**config.mk**
```make
export PLATFORM = sky130hd
export DESIGN_NAME = cordic_angle_calc_core
export DESIGN_NICKNAME = d
export VERILOG_FILES = /design/src/rtl/cordic_angle_calc_core.sv
export SDC_FILE = /design/constraint.sdc
export NUM_CORES = 2
export LEC_CHECK = 0
export ABC_AREA = 1
export CORE_UTILIZATION = 55
export DETAILED_ROUTE_END_ITERATION = 6
export PLACE_DENSITY = 0.71
export SLEW_MARGIN = 20
export SYNTH_ARGS = -nofsm -noshare
export SYNTH_HDL_FRONTEND = slang
export SYNTH_SLANG_ARGS = --single-unit
export TNS_END_PERCENT = 100
```
**constraint.sdc**
```tcl
create_clock -name clk -period 38.1 [get_ports clk]
set_input_delay 7.62 -clock clk [delete_from_list [all_inputs] [get_ports clk]]
set_output_delay 7.62 -clock clk [all_outputs]
set_load 0.05 [all_outputs]
```
**src/rtl/cordic_angle_calc_core.sv**
```systemverilog
// Pipelined vectoring-mode CORDIC: signed (cx,cy) vector -> quadrant index plus angle within the quadrant.
// One fold stage, seven two-iteration stages; the last also clamps and registers the outputs.
module cordic_angle_calc_core #(
    parameter int IN_W  = 16,
    parameter int OUT_W = 17,
    parameter int ITERS = 14,
    parameter int INT_W = 22
) (
    input  logic                    clk,
    input  logic                    rst,
    input  logic signed [IN_W-1:0]  cx_in,
    input  logic signed [IN_W-1:0]  cy_in,
    output logic signed [OUT_W-1:0] theta_1st_quad,
    output logic [1:0]              quadrant
);

    localparam int N_ST = ITERS / 2;
    localparam int Z_W  = 18;
    localparam logic signed [Z_W-1:0] THETA_MAX = 18'sd51471;

    function automatic logic signed [Z_W-1:0] atan_lut(input int i);
        case (i)
            0:       return 18'sd25736;
            1:       return 18'sd15193;
            2:       return 18'sd8027;
            3:       return 18'sd4075;
            4:       return 18'sd2045;
            5:       return 18'sd1024;
            6:       return 18'sd512;
            7:       return 18'sd256;
            8:       return 18'sd128;
            9:       return 18'sd64;
            10:      return 18'sd32;
            11:      return 18'sd16;
            12:      return 18'sd8;
            13:      return 18'sd4;
            default: return '0;
        endcase
    endfunction

    function automatic logic signed [INT_W-1:0] x_next(input logic signed [INT_W-1:0] x,
                                                       input logic signed [INT_W-1:0] y,
                                                       input int i);
        return y[INT_W-1] ? x - (y >>> i) : x + (y >>> i);
    endfunction

    function automatic logic signed [INT_W-1:0] y_next(input logic signed [INT_W-1:0] x,
                                                       input logic signed [INT_W-1:0] y,
                                                       input int i);
        return y[INT_W-1] ? y + (x >>> i) : y - (x >>> i);
    endfunction

    function automatic logic signed [Z_W-1:0] z_next(input logic signed [Z_W-1:0] z,
                                                     input logic signed [INT_W-1:0] y,
                                                     input int i);
        return y[INT_W-1] ? z - atan_lut(i) : z + atan_lut(i);
    endfunction

    logic signed [INT_W-1:0] x_q [0:N_ST-1];
    logic signed [INT_W-1:0] y_q [0:N_ST-1];
    logic signed [Z_W-1:0]   z_q [0:N_ST-1];
    logic [1:0]              quad_q [0:N_ST-1];
    logic                    zero_q [0:N_ST-1];
    logic                    axis_q [0:N_ST-1];

    logic signed [INT_W-1:0] x_d [1:N_ST-1];
    logic signed [INT_W-1:0] y_d [1:N_ST-1];
    logic signed [Z_W-1:0]   z_d [1:N_ST-1];

    logic signed [OUT_W-1:0] theta_q, theta_d;
    logic [1:0]              quadrant_q, quadrant_d;

    // Two guard bits below the integer LSB keep shift truncation off the angle.
    logic signed [INT_W-1:0] cx_w, cy_w, fold_x, fold_y;
    logic [1:0]              fold_quad;
    logic                    fold_zero, fold_axis;
    logic                    cx_neg, cy_neg, cx_nz, cy_nz;

    always_comb begin
        cx_w      = {{(INT_W-IN_W-2){cx_in[IN_W-1]}}, cx_in, 2'b00};
        cy_w      = {{(INT_W-IN_W-2){cy_in[IN_W-1]}}, cy_in, 2'b00};
        cx_neg    = cx_w[INT_W-1];
        cy_neg    = cy_w[INT_W-1];
        cx_nz     = |cx_w;
        cy_nz     = |cy_w;
        fold_x    = cx_w;
        fold_y    = cy_w;
        fold_quad = 2'd0;
        if ((cx_neg || !cx_nz) && !cy_neg && cy_nz) begin
            fold_x    = cy_w;
            fold_y    = -cx_w;
            fold_quad = 2'd1;
        end else if (cx_neg && (cy_neg || !cy_nz)) begin
            fold_x    = -cx_w;
            fold_y    = -cy_w;
            fold_quad = 2'd2;
        end else if (!cx_neg && cy_neg) begin
            fold_x    = -cy_w;
            fold_y    = cx_w;
            fold_quad = 2'd3;
        end
        fold_zero = !cx_nz && !cy_nz;
        fold_axis = ~|fold_y;
    end

    for (genvar s = 1; s < N_ST; s++) begin : g_iter
        logic signed [INT_W-1:0] xa, ya;
        logic signed [Z_W-1:0]   za;
        assign xa     = x_next(x_q[s-1], y_q[s-1], 2*s-2);
        assign ya     = y_next(x_q[s-1], y_q[s-1], 2*s-2);
        assign za     = z_next(z_q[s-1], y_q[s-1], 2*s-2);
        assign x_d[s] = x_next(xa, ya, 2*s-1);
        assign y_d[s] = y_next(xa, ya, 2*s-1);
        assign z_d[s] = z_next(za, ya, 2*s-1);
    end

    // Final stage only needs the angle, so x is not advanced past the second-to-last iteration.
    logic signed [INT_W-1:0] y_fin;
    logic signed [Z_W-1:0]   z_mid, z_fin;

    always_comb begin
        y_fin = y_next(x_q[N_ST-1], y_q[N_ST-1], ITERS-2);
        z_mid = z_next(z_q[N_ST-1], y_q[N_ST-1], ITERS-2);
        z_fin = z_next(z_mid, y_fin, ITERS-1);
        if (z_fin[Z_W-1]) begin
            theta_d = '0;
        end else if (z_fin > THETA_MAX) begin
            theta_d = THETA_MAX[OUT_W-1:0];
        end else begin
            theta_d = z_fin[OUT_W-1:0];
        end
        // On-axis inputs report exactly zero instead of the CORDIC residual.
        if (zero_q[N_ST-1] || axis_q[N_ST-1]) begin
            theta_d = '0;
        end
        quadrant_d = zero_q[N_ST-1] ? 2'd0 : quad_q[N_ST-1];
    end

    always_ff @(posedge clk or posedge rst) begin
        if (rst) begin
            for (int s = 0; s < N_ST; s++) begin
                x_q[s]    <= '0;
                y_q[s]    <= '0;
                z_q[s]    <= '0;
                quad_q[s] <= '0;
                zero_q[s] <= 1'b0;
                axis_q[s] <= 1'b0;
            end
            theta_q    <= '0;
            quadrant_q <= '0;
        end else begin
            x_q[0]    <= fold_x;
            y_q[0]    <= fold_y;
            z_q[0]    <= '0;
            quad_q[0] <= fold_quad;
            zero_q[0] <= fold_zero;
            axis_q[0] <= fold_axis;
            for (int s = 1; s < N_ST; s++) begin
                x_q[s]    <= x_d[s];
                y_q[s]    <= y_d[s];
                z_q[s]    <= z_d[s];
                quad_q[s] <= quad_q[s-1];
                zero_q[s] <= zero_q[s-1];
                axis_q[s] <= axis_q[s-1];
            end
            theta_q    <= theta_d;
            quadrant_q <= quadrant_d;
        end
    end

    assign theta_1st_quad = theta_q;
    assign quadrant       = quadrant_q;

endmodule

```
==> results.json <==
{
  "post_cts_buffers": 0,
  "netlist-cell-type-count": 74,
  "grt_pass1_wl_mm": 213.0,
  "first_global_vias": 43210,
  "drc_errors": 0,
  "rows": 110,
  "tritoncts": "yes",
  "synthArstFlopShare_pct": 100.0,
  "cp.arrival_ns": 12.57,
  "fin_tns_setup_ns": 0,
  "cts_max_level": 2,
  "netlist_area_mm2": 0.05013,
  "initial_core_util_pct": 55.61,
  "hpwl_mm": 105.9,
  "root_buffer": "clkbuf_16",
  "synthFlopType": "dfrtp_1",
  "worstSetupStartpointType": "input port",
  "final_cells": 8185,
  "drt_iter0_markers": 2759,
  "num_vias": 44870,
  "worstSkewPairLatency_ns": 0.66,
  "drv_slew": 0,
  "status": "complete, no violations",
  "core-area_mm2": 0.09015,
  "fin_crit_sh_pct": 31.56,
  "path_clk_slew_ns": 0.06,
  "dieWidth_um": 303.9,
  "numCtsBuffers": 53,
  "hp-class": "reg2reg",
  "n_antenna_cell": 0,
  "crit_path_max_fanout": 39,
  "criticalPathCategory": "in2reg",
  "cts.sinks": 435,
  "io_pins": 53,
  "hold_viol_final": 0,
  "dp.cells": 8086,
  "yosysTopAreaCell": "dfrtp_1",
  "die_area_mm2": 0.09235,
  "holdBufCountCts": 0,
  "synth_cells": 6924,
  "syn-num-nets": 7682,
  "drive_above_1_share_pct": 3.381,
  "tightest_slew_ns": 1.006,
  "grt_antenna_before_repair": 0,
  "grt_usage_pct": 27.85,
  "portBuffers": 52,
  "max_freq_mhz": 83.18,
  "ys.warnings.count": 0,
  "synth_common_cells": "nand2_1, inv_1, a21oi_1",
  "routed_wl_mm": 129.7,
  "synth_edf_count": 0,
  "ant_nets": 0,
  "ys_ff_latch": 435,
  "avgSynthCellArea_um2": 7.240,
  "area_growth_pct": 7.321,
  "required_ns": 38.64,
  "ys_top_cells_by_area": "dfrtp_1, ha_1, xor2_1, nand2_1, inv_1",
  "overflow": 0,
  "via_per_inst": 5.482,
  "place_congestion": 0.9460,
  "nets": 7723,
  "dr.pass1.iters": 5,
  "dieHeight_um": 303.9,
  "synth_most_common_cell": "nand2_1",
  "avgRoutedWirePerCell_um": 15.84,
  "clk_path_buf_depth": 3,
  "crit_path_end_kind": "flop",
  "grt_max_degree": 157,
  "seq_area_frac_synth_pct": 21.72,
  "utilization_pct": 59.68,
  "worstRegToRegCells": 44,
  "rsz0062_at_grt": "no",
  "cap_violations": 0,
  "cts_resized": 0,
  "finalCriticalPeriod_ns": 12.02,
  "holdPathStages": 0,
  "slew_headroom_pct": 32.69,
  "synth_top_area_share_pct": 21.72,
  "setup_viol": 0,
  "fin_skew_ns": 0.02171
}
==> logic make-up (layout without fill, tap and decap cells) <==
family          count (synthesis)  count (layout)  synth area share [%]
mux                             1               1               0.01997
buf+inv                      1078            1163                 8.242
other cells                     2               2               0.01498
flops                         435             435                 21.72
xor+xnor                      892             892                 15.64
compound gates               1386            1386                 15.38
simple gates                 2406            2406                 20.44
fa+ha+maj                     724             724                 18.55
==> sequential cells by signal (all words and copies together) (netlist names) <==
| register | flops |
|---|---|
| y_q | 151 |
| quadrant | 2 |
| z_q | 99 |
| axis_q | 7 |
| theta_1st_quad | 17 |
| x_q | 138 |
| quad_q | 14 |
| zero_q | 7 |
==> routing by layer <==
metal  vias up  global-route usage (%)  routed length, um
li1      22930                       -                  -
met1     20680                   35.47              57210
met2      1053                   49.55              62710
met3       211                   2.639               5979
met4         0                   8.606               3775
met5         -                       0                  0
==> cell type report <==
cell class / count / area, um2
Fill cell: 8400 / 36350
Clock buffer: 65 / 1421
Inverter: 986 / 3711
Tap cell: 1176 / 1471
Sequential cell: 435 / 10890
Clock inverter: 34 / 462.9
Timing Repair Buffer: 78 / 728.2
Multi-Input combinational cell: 5411 / 35120
==> worst max-delay path: stages <==
cell	delay, ns
clkdlybuf4s50_1	0.48
inv_1	0.11
ha_1	0.19
nand2_1	0.09
nor4_1	0.48
nand2_1	0.13
nor2_1	0.22
nand3_1	0.17
nor2_1	0.12
nand2_1	0.08
nor2_1	0.14
nand3_1	0.09
inv_1	0.11
nand2_1	0.09
ha_1	0.20
nor2_1	0.09
nand2_1	0.06
buf_4	0.25
inv_1	0.78
o21ai_0	0.29
nor4_1	0.47
nand2_1	0.10
nor4_1	0.17
==> cell usage in the layout (no fill, tap or decap), drive strengths merged, types with 26 or more instances in the layout <==
cell           netlist  final
nand2             1224   1224
inv                982    986
a21oi              720    720
ha                 692    692
xor2               632    632
nor2               575    575
dfrtp              435    435
o21ai              388    388
nand3              269    269
xnor2              260    260
nor3               167    167
clkbuf              48     65
nand4               61     61
clkdlybuf4s50        0     52
a31oi               43     43
o21bai              41     41
nor4                39     39
a21boi              36     36
or2                 33     33
fa                  32     32
buf                 44     26
==> per-stage QoR <==
step | worst slack [ns] | hold WS, ns | area [um2]
after detailed placement | 25.54 | 0.3347 | 51910
after global routing | 25.61 | 0.3504 | 53800
final | 26.08 | 0.3450 | 53800
after floorplan | 18.36 | 0.3312 | 50130
after CTS | 26.16 | 0.3436 | 53790
after global placement | 25.53 | 0.3317 | 51910
==> path summary, 6_finish.rpt <==
check / to / startpoint / slack (ns)
worst max-delay path: axis_q[6] / cx_in[0] / 26.08
worst min-delay path: axis_q[5] / axis_q[6] / 0.34
worst max register to register: y_q[65] / y_q[87] / 30.50
worst min register to register: axis_q[5] / axis_q[6] / 0.34
max in group asynchronous: z_q[6] / rst / 28.63
min in group asynchronous: theta_1st_quad[16] / rst / 7.44
Power is left out: the tool's default activity adds up to more than one toggle a clock period on the data nets, which glitch-free logic cannot reach.
